`src/rtl/voter_lookup_ctrl.sv`:
```
// Voter lookup sequencer: linear ID ROM search, flag RAM check,
// vote commit and full flag sweep. Owns all RAM address/write lines.
module voter_lookup_ctrl #(
  parameter int ADDR_W = 10,
  parameter int DEPTH  = 1024,
  parameter int ID_W   = 40
) (
  input  logic              clk,
  input  logic              reset,
  input  logic              start,
  input  logic [ID_W-1:0]   id_in,
  input  logic              cast,
  input  logic              abort,
  input  logic              clear_all,
  output logic [ADDR_W-1:0] rom_addr,
  input  logic [ID_W-1:0]   rom_dout,
  output logic [ADDR_W-1:0] flag_addr,
  output logic              flag_we,
  output logic              flag_din,
  input  logic              flag_dout,
  output logic              busy,
  output logic              done,
  output logic [1:0]        result,
  output logic [ADDR_W-1:0] match_addr,
  output logic              committed,
  output logic              cleared
);

  typedef enum logic [2:0] {
    IDLE,
    SEARCH,
    FLAG_RD,
    FLAG_CHK,
    REPORT,
    HOLD,
    MARK,
    CLEAR
  } state_t;

  localparam logic [ADDR_W-1:0] LAST =
    ADDR_W'(DEPTH - 1);

  localparam logic [1:0] RES_BLANK = 2'b00;
  localparam logic [1:0] RES_VALID = 2'b01;
  localparam logic [1:0] RES_VOTED = 2'b10;
  localparam logic [1:0] RES_NONE  = 2'b11;

  state_t state;
  state_t next;

  logic [ID_W-1:0]   id_q;
  logic              cmp_valid;
  logic [ADDR_W-1:0] cmp_addr;
  logic              sweep_done;
  logic [1:0]        result_q;
  logic [ADDR_W-1:0] match_q;
  logic [ADDR_W-1:0] rom_addr_q;
  logic [ADDR_W-1:0] flag_addr_q;

  logic blank;
  logic hit;
  logic last_cmp;

  // rom_dout is only meaningful from the second SEARCH cycle on
  assign blank = (state == SEARCH) && !cmp_valid
              && (id_q == '1);
  assign hit = (state == SEARCH) && cmp_valid
            && (rom_dout == id_q);
  assign last_cmp = (state == SEARCH) && cmp_valid
                 && (cmp_addr == LAST);

  always_ff @(posedge clk) begin
    if (reset) begin
      state <= IDLE;
    end else begin
      state <= next;
    end
  end

  always_comb begin
    next = state;
    unique case (state)
      IDLE: begin
        if (clear_all) begin
          next = CLEAR;
        end else if (start) begin
          next = SEARCH;
        end
      end
      SEARCH: begin
        if (blank) begin
          next = REPORT;
        end else if (hit) begin
          next = FLAG_RD;
        end else if (last_cmp) begin
          next = REPORT;
        end
      end
      FLAG_RD: next = FLAG_CHK;
      FLAG_CHK: next = REPORT;
      REPORT: begin
        if (result_q == RES_VALID) begin
          next = HOLD;
        end else begin
          next = IDLE;
        end
      end
      HOLD: begin
        if (abort) begin
          next = IDLE;
        end else if (cast) begin
          next = MARK;
        end
      end
      MARK: next = IDLE;
      CLEAR: begin
        if (sweep_done) begin
          next = IDLE;
        end
      end
      default: next = IDLE;
    endcase
  end

  always_ff @(posedge clk) begin
    if (reset) begin
      id_q        <= '0;
      cmp_valid   <= 1'b0;
      cmp_addr    <= '0;
      sweep_done  <= 1'b0;
      result_q    <= RES_BLANK;
      match_q     <= '0;
      rom_addr_q  <= '0;
      flag_addr_q <= '0;
    end else begin
      unique case (state)
        IDLE: begin
          if (clear_all) begin
            flag_addr_q <= '0;
            sweep_done  <= 1'b0;
          end else if (start) begin
            id_q       <= id_in;
            rom_addr_q <= '0;
            cmp_valid  <= 1'b0;
            result_q   <= RES_BLANK;
            match_q    <= '0;
          end
        end
        SEARCH: begin
          cmp_valid <= 1'b1;
          cmp_addr  <= rom_addr_q;
          // stop issuing reads once the search exits or hits the end
          if (next == SEARCH && rom_addr_q != LAST) begin
            rom_addr_q <= rom_addr_q + 1'b1;
          end
          if (blank) begin
            result_q <= RES_BLANK;
          end else if (hit) begin
            match_q     <= cmp_addr;
            flag_addr_q <= cmp_addr;
          end else if (last_cmp) begin
            result_q <= RES_NONE;
          end
        end
        FLAG_CHK: begin
          result_q <= flag_dout ? RES_VOTED : RES_VALID;
        end
        CLEAR: begin
          if (!sweep_done) begin
            if (flag_addr_q == LAST) begin
              sweep_done <= 1'b1;
            end else begin
              flag_addr_q <= flag_addr_q + 1'b1;
            end
          end
        end
        default: begin
        end
      endcase
    end
  end

  always_comb begin
    busy      = (state != IDLE);
    done      = (state == REPORT);
    flag_we   = 1'b0;
    flag_din  = 1'b0;
    committed = 1'b0;
    cleared   = 1'b0;
    unique case (state)
      MARK: begin
        flag_we   = 1'b1;
        flag_din  = 1'b1;
        committed = 1'b1;
      end
      CLEAR: begin
        flag_we = !sweep_done;
        cleared = sweep_done;
      end
      default: begin
      end
    endcase
  end

  assign rom_addr   = rom_addr_q;
  assign flag_addr  = flag_addr_q;
  assign result     = result_q;
  assign match_addr = match_q;

endmodule

```
`config.mk`:
```
export PLATFORM = sky130hd
export DESIGN_NAME = voter_lookup_ctrl
export DESIGN_NICKNAME = d
export VERILOG_FILES = /design/src/rtl/voter_lookup_ctrl.sv
export SDC_FILE = /design/constraint.sdc
export NUM_CORES = 1
export LEC_CHECK = 0
export BUFFER_PORTS_ARGS = -buffer_cell sky130_fd_sc_hd__buf_4
export CAP_MARGIN = 20
export CORE_MARGIN = 4
export CORE_UTILIZATION = 52
export CTS_CLUSTER_DIAMETER = 40
export DETAILED_ROUTE_END_ITERATION = 16
export GPL_TIMING_DRIVEN = 1
export PLACE_DENSITY_LB_ADDON = 0.1
export SLEW_MARGIN = 20
export SYNTH_ARGS = -nofsm -noshare
export SYNTH_HDL_FRONTEND = slang
export SYNTH_SLANG_ARGS = --single-unit
```
`constraint.sdc`:
```
create_clock -name clk -period 2.3 [get_ports clk]
set_clock_uncertainty 0.2 [all_clocks]
set_input_delay 0.46 -clock clk [delete_from_list [all_inputs] [get_ports clk]]
set_output_delay 0.46 -clock clk [all_outputs]
set_load 0.01 [all_outputs]
```
==> impl_metrics.tcl <==
set metrics [dict create \
    grt_max_degree 29 \
    holdPathStages 3 \
    fill_cells 693 \
    max_clock_freq_mhz 449.2 \
    drv_slew 0 \
    area_growth_pct 34.57 \
    dp_hpwl_microns 9972 \
    r2r_end "rom_addr[3]$_SDFFE_PP0P_" \
    critPathLaunchType "flop" \
    synth_seq_cells 87 \
    final_nets 786 \
    synthCells 559 \
    p_leak_nw 2.299 \
    hold_start "id_in[27]" \
    worstPathArrival_ns 2.25 \
    dieArea_sq_mm 0.009870 \
    portBuffers 124 \
    cp.required_ns 2.33 \
    drive_above_1_share_pct 27.64 \
    start_util_pct 53.08 \
    min_period_ns 2.226 \
    slew_headroom_pct 71.62 \
    synth_edf_count 0 \
    synth_area_leaders "dfxtp_1, nand2_1, xnor2_1, a21oi_1, mux2i_1" \
    worstHoldEndpoint "id_q[27]$_SDFFE_PP0P_" \
    antenna_found_initial 0 \
    r2r_slack_ns 0.07 \
    yosysTopAreaCell "dfxtp_1" \
    maxCapViolations 0 \
    fin_ws_ns 0.07386 \
    drt-total-wl_microns 13110 \
    fin_util_pct 71.43 \
    synth_top_family_by_area "simple AND/OR/NAND/NOR gates" \
    ys_warn_count 0 \
    ys.flop_type "dfxtp_1" \
    synth-compound-area-share_pct 17.24 \
    worstSetupPathType "reg -> reg" \
    clkSinkCount 87 \
    min_path_type "in -> reg" \
    die_w_microns 99.35 \
    drtIter0Drc 266 \
    cts_root_buf "clkbuf_8" \
    core-area_sq_mm 0.008175 \
    yosysSeqAreaShare_pct 40.14 \
    power_density_mw_per_mm2 808.9 \
    finalCritPeriodShare_pct 96.79 \
    clkSlewWorstSetupHoldPaths_ns 0.10 \
    ys_async_sr_fraction_pct 0 \
    viasPerCell 5.603 \
    synth_fa_ha_area_share_pct 0.5767 \
    synth-xor-area-share_pct 8.478 \
    drc 0 \
    num_vias 4522 \
    worstPathMaxFanout 7 \
    grt_util_all_layers_pct 26.67 \
    clockBufferDepth 2 \
    end_kind "flop" \
    status "completed" \
    synthSimpleGateAreaFrac_pct 26.10 \
    overflow 0 \
    r2r_cells 7 \
    synthMuxAreaShare_pct 3.460 \
    syn-cell-area_sq_mm 0.004339 \
    synth_cell_types 50 \
    syn_nets 648 \
    firstDrtPassIters 5 \
    drtAntennaViolNets 0 \
    setup_violations 0 \
    synth_top_cell_area_share_pct 40.14 \
    cts_tree "done" \
    power_mw 4.724 \
    final_area_sq_mm 0.005839 \
    detail_route.wl_per_cell_microns 16.24 \
    dpl_cell_area_sq_mm 0.005565 \
    worstMarginPinSlew_ns 0.4245 \
    clk_latency_ns 0.35 \
    h-tree-depth 3 \
    gp_congestion 0.8890 \
    syn_area_per_cell_sq_um 7.762 \
    rows 33 \
    grt_pass1_wl_microns 21430 \
    timing.final.hold_violations 0 \
    reg2reg_from "state[0]$_SDFF_PP0_" \
    io_pins 125 \
    pre_cts_slack_ns -0.1354 \
    diodes 0 \
    postCtsHoldBufs 0 \
    grt_pass1_vias 4518 \
    cts_made_buffers 9 \
    ir_worst_vdd_mv 0.3544 \
    die_h_microns 99.35 \
]
-- per-stage QoR --
| stage | TNS [ns] | hold WS [ns] | std cells |
|---|---|---|---|
| 2_1_floorplan | 0 | 0.2498 | 559 |
| 3_5_place_dp | -2.276 | 0.2584 | 789 |
| 4_1_cts | 0 | 0.1287 | 805 |
| 6_report | 0 | 0.1407 | 807 |
| 5_1_grt | -0.1002 | 0.1270 | 807 |
| 3_3_place_gp | -1.038 | 0.2459 | 789 |
-- worst max-delay path by stage --
stage,end,startpoint,slack [ns],depth (start not counted)
after floorplan,flag_addr[7]$_SDFFE_PP0P_,state[2]$_SDFF_PP0_,0.15,7
after global placement,flag_addr[7]$_SDFFE_PP0P_,rom_dout[7],-0.10,7
after detailed placement,flag_addr[7]$_SDFFE_PP0P_,rom_dout[17],-0.14,7
after CTS,flag_addr[6]$_SDFFE_PP0P_,id_q[34]$_SDFFE_PP0P_,0.01,7
after global routing,flag_addr[1]$_SDFFE_PP0P_,state[2]$_SDFF_PP0_,-0.03,9
final,rom_addr[3]$_SDFFE_PP0P_,state[0]$_SDFF_PP0_,0.07,7
-- flip-flops by register name (all words and copies together), names as in the netlist --
signal / cells
id_q: 40
cmp_valid: 1
cmp_addr: 10
state: 3
result: 2
match_addr: 10
sweep_done: 1
rom_addr: 10
flag_addr: 10
-- per-layer routing --
metal	track usage [%]	up-vias	wire length, microns
met5	0	-	0
met4	8.508	0	323
met3	5.330	26	875
met2	47.68	176	6640
met1	32.04	2095	5268
li1	-	2225	-
-- cells in the mapped netlist, types with 2 or more instances --
| cell type | count |
|---|---|
| nand2_1 | 158 |
| dfxtp_1 | 87 |
| a21oi_1 | 67 |
| xnor2_1 | 41 |
| clkbuf_1 | 27 |
| nand4_1 | 22 |
| nor2_1 | 18 |
| nand3_1 | 17 |
| mux2i_1 | 15 |
| o21ai_0 | 14 |
| nor3_1 | 9 |
| inv_1 | 8 |
| a31oi_1 | 7 |
| buf_2 | 7 |
| a41oi_1 | 6 |
| nor4_1 | 6 |
| and3_1 | 4 |
| o32ai_1 | 4 |
| or3_1 | 4 |
| a22oi_1 | 2 |
| a31o_2 | 2 |
| and2_1 | 2 |
| and4_1 | 2 |
| ha_1 | 2 |
| o221a_2 | 2 |
| o311a_1 | 2 |
-- cells in the final DEF (no fill, tap or decap), types with 3 or more instances in the layout --
cell type | Yosys | final
o32ai_1 | 4 | 4
xnor2_1 | 41 | 41
nor4_1 | 6 | 4
clkbuf_8 | 0 | 10
dfxtp_1 | 87 | 87
nor2_1 | 18 | 18
nor3_1 | 9 | 8
nand2_1 | 158 | 158
clkinv_4 | 0 | 3
inv_1 | 8 | 8
nand4_1 | 22 | 22
buf_12 | 0 | 3
nand3_1 | 17 | 16
mux2i_1 | 15 | 15
or3_1 | 4 | 4
o21ai_0 | 14 | 14
buf_4 | 1 | 157
a21oi_1 | 67 | 67
and3_1 | 4 | 4
a41oi_1 | 6 | 6
a31oi_1 | 7 | 7
-- where the power goes --
group	internal (mW)	switching, mW
Sequential	1.66	0.147
Clock	0.549	0.591
Combinational	0.805	0.974
Total	3.01	1.71
-- repair_timing --
action                                  CTS  global route
endpoints found under the setup margin    0            31
resized for setup                         0             8
buffers inserted                          0             2
-- cell type report --
class,instances,area (sq um),area share (%)
clock buffers,10,137.6,2.357
inverters,8,30.03,0.5142
clock inverters,6,76.32,1.307
repair buffers,162,1261,21.60
well taps,105,131.4,2.250
multi-input cells,429,2461,42.15
flip-flops and latches,87,1742,29.83
-- worst max-delay path: stages, from the launching register on --
cell     delay [ns]
dfxtp_1        0.35
nor3b_4        0.19
buf_6          0.15
nand2_1        0.08
or4_4          0.54
and3_1         0.27
a41oi_1        0.26
a31oi_1        0.07
-- kinds of logic after synthesis --
logic type,after synthesis
multiplexers,15
XOR/XNOR,42
AND/OR/NAND/NOR,251
buffers and inverters,43
adder cells (fa/ha/maj),2
AO/OA/AOI/OAI,119
flip-flops,87
No activity file was read; power rests on OpenSTA's default activity.
